File: src/rtl/uart_rx_pkg.sv
// Shared types and constants for the UART receiver control path.
package uart_rx_pkg;

   localparam int DATA_W        = 8;
   localparam int SAMPLE_OFS    = 2;
   localparam int STOP_DONE_OFS = 3;

   typedef enum logic [2:0] {
      IDLE   = 3'd0,
      START  = 3'd1,
      DATA   = 3'd2,
      PARITY = 3'd3,
      STOP   = 3'd4,
      OUT    = 3'd5
   } state_e;

endpackage

File: src/rtl/uart_rx_fsm.sv
// UART receiver frame sequencer: drives counter/sampler/checker enables and
// flags a clean frame with a one-cycle data_valid pulse.
module uart_rx_fsm #(
   parameter int DATA_W = uart_rx_pkg::DATA_W,
   parameter int PRE_W  = 6,
   parameter int BIT_W  = 4
) (
   input  logic             CLK,
   input  logic             RST,
   input  logic             RX_IN,
   input  logic             PAR_EN,
   input  logic [PRE_W-1:0] Prescale,
   input  logic [PRE_W-1:0] edge_cnt,
   input  logic [BIT_W-1:0] bit_cnt,
   input  logic             strt_glitch,
   input  logic             par_err,
   input  logic             stp_err,
   output logic             cnt_en,
   output logic             dat_samp_en,
   output logic             strt_chk_en,
   output logic             par_chk_en,
   output logic             stp_chk_en,
   output logic             deser_en,
   output logic             data_valid
);
   import uart_rx_pkg::*;

   state_e           state_q, state_d;
   logic             par_en_q, par_en_d;
   logic [PRE_W-1:0] prescale_q, prescale_d;
   logic             cnt_en_q, cnt_en_d;
   logic             dat_samp_en_q, dat_samp_en_d;
   logic             strt_chk_en_q, strt_chk_en_d;
   logic             par_chk_en_q, par_chk_en_d;
   logic             stp_chk_en_q, stp_chk_en_d;
   logic             deser_en_q, deser_en_d;
   logic             data_valid_q, data_valid_d;

   logic             last_edge, deser_pt, stop_done, frame_err;

   // Timing points use the Prescale captured at frame start, not the live port.
   assign last_edge = (edge_cnt == prescale_q - PRE_W'(1));
   assign deser_pt  = (edge_cnt == (prescale_q >> 1) + PRE_W'(SAMPLE_OFS));
   assign stop_done = (edge_cnt == (prescale_q >> 1) + PRE_W'(STOP_DONE_OFS));
   assign frame_err = stp_err | (par_en_q & par_err);

   always_comb begin
      state_d    = state_q;
      par_en_d   = par_en_q;
      prescale_d = prescale_q;
      deser_en_d = 1'b0;
      case (state_q)
         IDLE: begin
            if (!RX_IN) begin
               state_d    = START;
               par_en_d   = PAR_EN;
               prescale_d = Prescale;
            end
         end
         START: begin
            if (last_edge) state_d = strt_glitch ? IDLE : DATA;
         end
         DATA: begin
            deser_en_d = deser_pt;
            if (last_edge && (bit_cnt == BIT_W'(DATA_W))) state_d = par_en_q ? PARITY : STOP;
         end
         PARITY: begin
            if (last_edge) state_d = STOP;
         end
         STOP: begin
            if (stop_done) state_d = frame_err ? IDLE : OUT;
         end
         OUT: begin
            if (!RX_IN) begin
               state_d    = START;
               par_en_d   = PAR_EN;
               prescale_d = Prescale;
            end else begin
               state_d = IDLE;
            end
         end
         default: state_d = IDLE;
      endcase

      // Outputs follow the next state so they appear registered with it.
      cnt_en_d      = (state_d == START) || (state_d == DATA) ||
                      (state_d == PARITY) || (state_d == STOP);
      dat_samp_en_d = cnt_en_d;
      strt_chk_en_d = (state_d == START);
      par_chk_en_d  = (state_d == PARITY);
      stp_chk_en_d  = (state_d == STOP);
      data_valid_d  = (state_d == OUT);
   end

   always_ff @(posedge CLK) begin
      if (!RST) begin
         state_q       <= IDLE;
         par_en_q      <= 1'b0;
         prescale_q    <= '0;
         cnt_en_q      <= 1'b0;
         dat_samp_en_q <= 1'b0;
         strt_chk_en_q <= 1'b0;
         par_chk_en_q  <= 1'b0;
         stp_chk_en_q  <= 1'b0;
         deser_en_q    <= 1'b0;
         data_valid_q  <= 1'b0;
      end else begin
         state_q       <= state_d;
         par_en_q      <= par_en_d;
         prescale_q    <= prescale_d;
         cnt_en_q      <= cnt_en_d;
         dat_samp_en_q <= dat_samp_en_d;
         strt_chk_en_q <= strt_chk_en_d;
         par_chk_en_q  <= par_chk_en_d;
         stp_chk_en_q  <= stp_chk_en_d;
         deser_en_q    <= deser_en_d;
         data_valid_q  <= data_valid_d;
      end
   end

   assign cnt_en      = cnt_en_q;
   assign dat_samp_en = dat_samp_en_q;
   assign strt_chk_en = strt_chk_en_q;
   assign par_chk_en  = par_chk_en_q;
   assign stp_chk_en  = stp_chk_en_q;
   assign deser_en    = deser_en_q;
   assign data_valid  = data_valid_q;

endmodule

File: config.mk
export PLATFORM = sky130hd
export DESIGN_NAME = uart_rx_fsm
export DESIGN_NICKNAME = d
export VERILOG_FILES = /design/src/rtl/uart_rx_pkg.sv /design/src/rtl/uart_rx_fsm.sv
export SDC_FILE = /design/constraint.sdc
export NUM_CORES = 1
export LEC_CHECK = 0
export CAP_MARGIN = 5
export CORE_MARGIN = 5
export CORE_UTILIZATION = 65
export CTS_CLUSTER_SIZE = 30
export DETAILED_ROUTE_END_ITERATION = 16
export DONT_BUFFER_PORTS = 1
export PLACE_DENSITY_LB_ADDON = 0.25
export SYNTH_ARGS = -nofsm -noshare
export SYNTH_HDL_FRONTEND = slang
export SYNTH_SLANG_ARGS = --single-unit
File: constraint.sdc
create_clock -name CLK -period 6.26 [get_ports CLK]
set_input_delay 1.565 -clock CLK [delete_from_list [all_inputs] [get_ports CLK]]
set_output_delay 1.565 -clock CLK [all_outputs]
set_load 0.02 [all_outputs]
==> results of run 1 <==
## layout make-up
type                       instances  area, um^2  area share
inverter                           7        26.3      0.0225
clock buffer                       4        36.3      0.0311
multi-input combinational         96         753       0.645
tap                               25        31.3      0.0268
sequential                        16         320       0.274
## metal layers
metal	track usage	up-vias	routed length, um
met5	0	-	0
met4	0.0655	0	25
met3	0.0258	4	108
met2	0.305	25	1040
met1	0.221	399	930
li1	-	431	-
## power by group through the flow
stage          clock network (mW)  logic (mW)  registers (mW)
2_1_floorplan                   0      0.0555           0.115
3_3_place_gp                    0      0.0533           0.120
3_5_place_dp                    0      0.0548           0.120
4_1_cts                    0.0676      0.0551           0.118
5_1_grt                    0.0742      0.0609           0.119
6_report                   0.0653      0.0546           0.118
## kinds of logic after synthesis
family                   after synthesis  share of synthesized area
XOR/XNOR                              19                      0.151
adder cells (fa/ha/maj)                6                     0.0653
flip-flops                            16                      0.279
AND/OR/NAND/NOR                       47                      0.267
multiplexers                           7                     0.0609
AO/OA/AOI/OAI                         17                      0.111
buffers and inverters                 13                     0.0664
## final timing paths
kind	endpoint	slack, ps	cells after the start
min	par_en_q	580	2
min reg2reg	par_en_q	580	2
max reg2reg	stp_chk_en	3720	9
max	dat_samp_en	3260	6
## cells in the final DEF (no fill, tap or decap), types with 2 or more instances in the layout
master,count
nand2b_1,3
dfxtp_1,16
nor2_1,4
a21oi_1,4
clkbuf_4,3
nand2_1,6
or4b_1,2
nor2b_1,9
o21ai_1,2
inv_1,7
nor3_1,2
or3_1,2
mux2i_1,7
xnor2_1,10
nand3_1,5
o211ai_1,2
xor2_1,8
and2_1,2
nor3b_1,2
ha_1,6
## flip-flops by register name, indices dropped and copies added, names as in the netlist
register,count
prescale_q,6
state_q,3
dat_samp_en,1
data_valid,1
deser_en,1
par_chk_en,1
par_en_q,1
stp_chk_en,1
strt_chk_en,1
## worst register-to-register path: cells and delay by family, from the launching register on
kind,cells,cell delay [ps]
buffers and inverters,1,170
and+or+nand+nor,4,1040
DFF,1,450
adders and majority gates,1,250
AOI/OAI and AO/OA,3,490
## per-stage QoR
stage | instances | area, um^2 | hold WS (ps) | util
floorplan | 125 | 1150 | 529 | -
finish | 148 | 1170 | 578 | 0.684
global route | 148 | 1170 | 608 | 0.684
global placement | 144 | 1130 | 558 | 0.662
detailed placement | 144 | 1130 | 569 | 0.662
CTS | 148 | 1170 | 582 | 0.684
==> flow_summary.ini, run 1 <==
[place]
place_hpwl_um = 1710
gp_congestion = 0.852
pre_cts_ws_ps = 2980
io_buffers = 0

[clock_network]
root_buffer = clkbuf_4
clk_latency_ps = 280
ctsHoldBuffers = 0
numCtsBuffers = 3
tritoncts = yes
cts_resized = 0
cts_max_path_buffers = 2
clkTransAtPathRegs_ps = 90
cts_sinks = 16
post_cts_buffers = 0
ctsHtreeMaxLevel = 1

[routing]
wl_per_cell_um = 14.2
detail-route-antenna-nets = 0
drtIter0Drc = 23
first_pass_iters = 4
finalWirelength_um = 2100
num_vias = 859
drc = 0
vias_per_cell = 5.80

[die]
core_area_mm2 = 0.00171
row_count = 15
start_util = 0.673
ios = 30
die_x_um = 52.1
die_h_um = 52.1
die-area_mm2 = 0.00271

[cells_and_area]
fillers = 145
area_growth_pct = 1.52
layout.nets = 153
antenna_cells = 0
drive_gt1_frac = 0.0976

[logic_synthesis]
netlist.area_leader.share = 0.279
async_reset_ff_frac = 0
syn_area_mm2 = 0.00115
synth-edff-count = 0
synth.avg_cell_area_um2 = 9.20
ys_seq_area_frac = 0.279
syn_inst = 125
synth_commonest_cells = dfxtp_1 (16), xnor2_1 (10), nor2b_1 (9)
synthesis.nets = 154
ys.flop_type = dfxtp_1
ys_seq_elements = 16
synth.area.top_cells = dfxtp_1 (28%), xnor2_1 (7.6%), ha_1 (6.5%)
synth_top_cell_by_area = dfxtp_1
ys_types = 43
yosysMostFrequentCell = dfxtp_1
ys_warn_count = 0

[worst_setup_path]
end_kind = register
worstPathRequired_ps = 6470
crit_path_start_kind = input pin
rr_startpoint = prescale_q[2]
critPathBufInv = 0
cp_max_fo = 6
critPathTopFamily = simple AND/OR/NAND/NOR gates
cp_slowest_cell = or4b_4
crit_start = bit_cnt[1]
cpPeakStageDelay_ps = 520
worstPathCellList = or4b_4, o21bai_1, nor3b_2, o32ai_1, or3_1, a21boi_1
worstPathArrival_ps = 3210
crit_type = in2reg

[power_and_ir_drop]
p_int_uw = 171
netSwitchingFraction = 0.281
powerDensity_mw_per_mm2 = 204
power.switching_uw = 66.8
ir_drop_mv = 0.139
p_comb_frac = 0.230
power_frac_seq = 0.496
clock_power_share = 0.274
finalPower_uw = 238
p_leak_nw = 0.452

[sta]
layout_min_cycle_time_ps = 3000
setup_viol_count_final = 0
hold_viol = 0
tightest_slew_ps = 655
max_freq_mhz = 334
tns_ps = 0
rsz0062_at_grt = no
setup_slack_ps = 3260
fin_worst_skew_ps = 6.72
min_period_over_period = 0.479
slew_viol_final = 0
max_slew_margin = 0.562

[job]
maxCapViolCount = 0

[global_routing]
antenna_found_initial = 0
gr-total-overflow = 0
grt_pass1_vias = 840
track_usage = 0.177
grt_pass1_wl_um = 3580
grt_max_degree = 14

[worst_hold_path]
hp-class = reg2reg
hold_start = par_en_q

[outcome]
status = finished clean
Note: power is estimated with default switching activity, not from simulation.
==> run 2: changes to the inputs <==
CORE_UTILIZATION = 61   (was 65)
clock period = 2.95 ns   (was 6.26 ns; I/O delays follow)
==> flow_summary.ini, run 2 (same netlist as run 1, synthesis figures left out) <==
[outcome]
status = finished clean

[cells_and_area]
fillers = 169
final_common_cell = dfxtp_1
drive_gt1_frac = 0.0976
largest_register = prescale_q
antenna_cells = 0
layout.nets = 153
post-route-util = 0.662
seqCellArea_um2 = 320
area_growth_pct = 1.52
final_cell_mix = dfxtp_1 (16), xnor2_1 (10), nor2b_1 (9)
multi_input_area_um2 = 753
reg.largest.list = prescale_q x6, state_q x3
largest_reg_flops = 6
final_cells = 148

[routing]
num_vias = 828
first_pass_iters = 4
finalWirelength_um = 2110
wl_per_cell_um = 14.2
detail-route-antenna-nets = 0
drtIter0Drc = 12
vias_per_cell = 5.59
drc = 0

[die]
ios = 30
die_h_um = 53.4
row_count = 15
core_area_mm2 = 0.00176
die-area_mm2 = 0.00285
start_util = 0.652
die_x_um = 53.4

[sta]
max_slew_margin = 0.497
slew_viol_final = 0
setup_viol_count_final = 0
tightest_slew_ps = 752
tns_ps = 0
rsz0062_at_grt = no
fin_worst_skew_ps = 1.94
hold_viol = 0
layout_min_cycle_time_ps = 2500
min_period_over_period = 0.846
max_freq_mhz = 400

[clock_network]
cts_resized = 0
cts_sinks = 16
cts_max_path_buffers = 2
root_buffer = clkbuf_4
post_cts_buffers = 0
clk_latency_ps = 270
clkTransAtPathRegs_ps = 80
ctsHoldBuffers = 0
numCtsBuffers = 3
tritoncts = yes
ctsHtreeMaxLevel = 1

[power_and_ir_drop]
p_leak_nw = 0.452
finalPower_uw = 500
p_int_uw = 363
p_comb_frac = 0.231
powerDensity_mw_per_mm2 = 428
clock_power_share = 0.268
ir_drop_mv = 0.387
netSwitchingFraction = 0.274
power_frac_seq = 0.500
power.switching_uw = 137

[worst_setup_path]
crit_path_start_kind = register
cp_slowest_cell = or4_1
worstPathRequired_ps = 3080
r2r_cells = 9
worstPathCellList = inv_1, ha_1, or2_4, o211ai_2, a21oi_1, or4_1, a32oi_2, nor2b_1, nor3b_1
cpPeakStageDelay_ps = 530
worstPathArrival_ps = 2620
cp_max_fo = 5
end_kind = register
crit_type = reg2reg

[global_routing]
grt_pass1_vias = 821
grt_max_degree = 14
grt_pass1_wl_um = 3620
antenna_found_initial = 0
gr-total-overflow = 0
track_usage = 0.170

[place]
place_inst = 144
gp_congestion = 0.927
place_hpwl_um = 1760
io_buffers = 0

[worst_hold_path]
hp-class = reg2reg
whs_path_depth = 2

[job]
maxCapViolCount = 0
run 2: cell counts in the layout (fill, tap and decap cells not counted):
No cell type changed its count.
run 2: through the flow:
step           hold slack (ps)  setup WS [ps]  instance area [um^2]
2_1_floorplan              529            673                  1150
3_3_place_gp               558            568                  1130
3_5_place_dp               573            473                  1130
4_1_cts                    579            455                  1170
5_1_grt                    580            252                  1170
6_report                   582            453                  1170
run 2: cell type report:
class | instances | area share
Clock buffer | 4 | 0.0311
Inverter | 7 | 0.0225
Multi-Input combinational cell | 96 | 0.645
Sequential cell | 16 | 0.274
Tap cell | 25 | 0.0268
run 2: power by group through the flow:
stage	sequential (mW)	clock (mW)	combinational, mW
2_1_floorplan	0.244	0	0.118
3_3_place_gp	0.255	0	0.114
3_5_place_dp	0.255	0	0.116
4_1_cts	0.250	0.139	0.117
5_1_grt	0.253	0.148	0.131
6_report	0.250	0.134	0.116
run 2: path summary, 6_finish.rpt:
| path | end | start | slack (ps) |
|---|---|---|---|
| worst max register to register | stp_chk_en | prescale_q[2] | 450 |
| worst max-delay path | stp_chk_en | prescale_q[2] | 450 |
| worst min-delay path | par_en_q | par_en_q | 580 |
| worst min register to register | par_en_q | par_en_q | 580 |
run 2: critical path, delay by kind of cell (launching register included):
| family | cells | cell delay [ps] |
|---|---|---|
| flops | 1 | 420 |
| simple gates | 4 | 1040 |
| buf+inv | 1 | 150 |
| compound gates | 3 | 500 |
| fa+ha+maj | 1 | 240 |
run 2: metal layers:
layer / wire length, um / track usage / vias up
li1: - / - / 431
met1: 936 / 0.210 / 374
met2: 993 / 0.288 / 21
met3: 158 / 0.0507 / 2
met4: 17 / 0.0383 / 0
met5: 0 / 0 / -
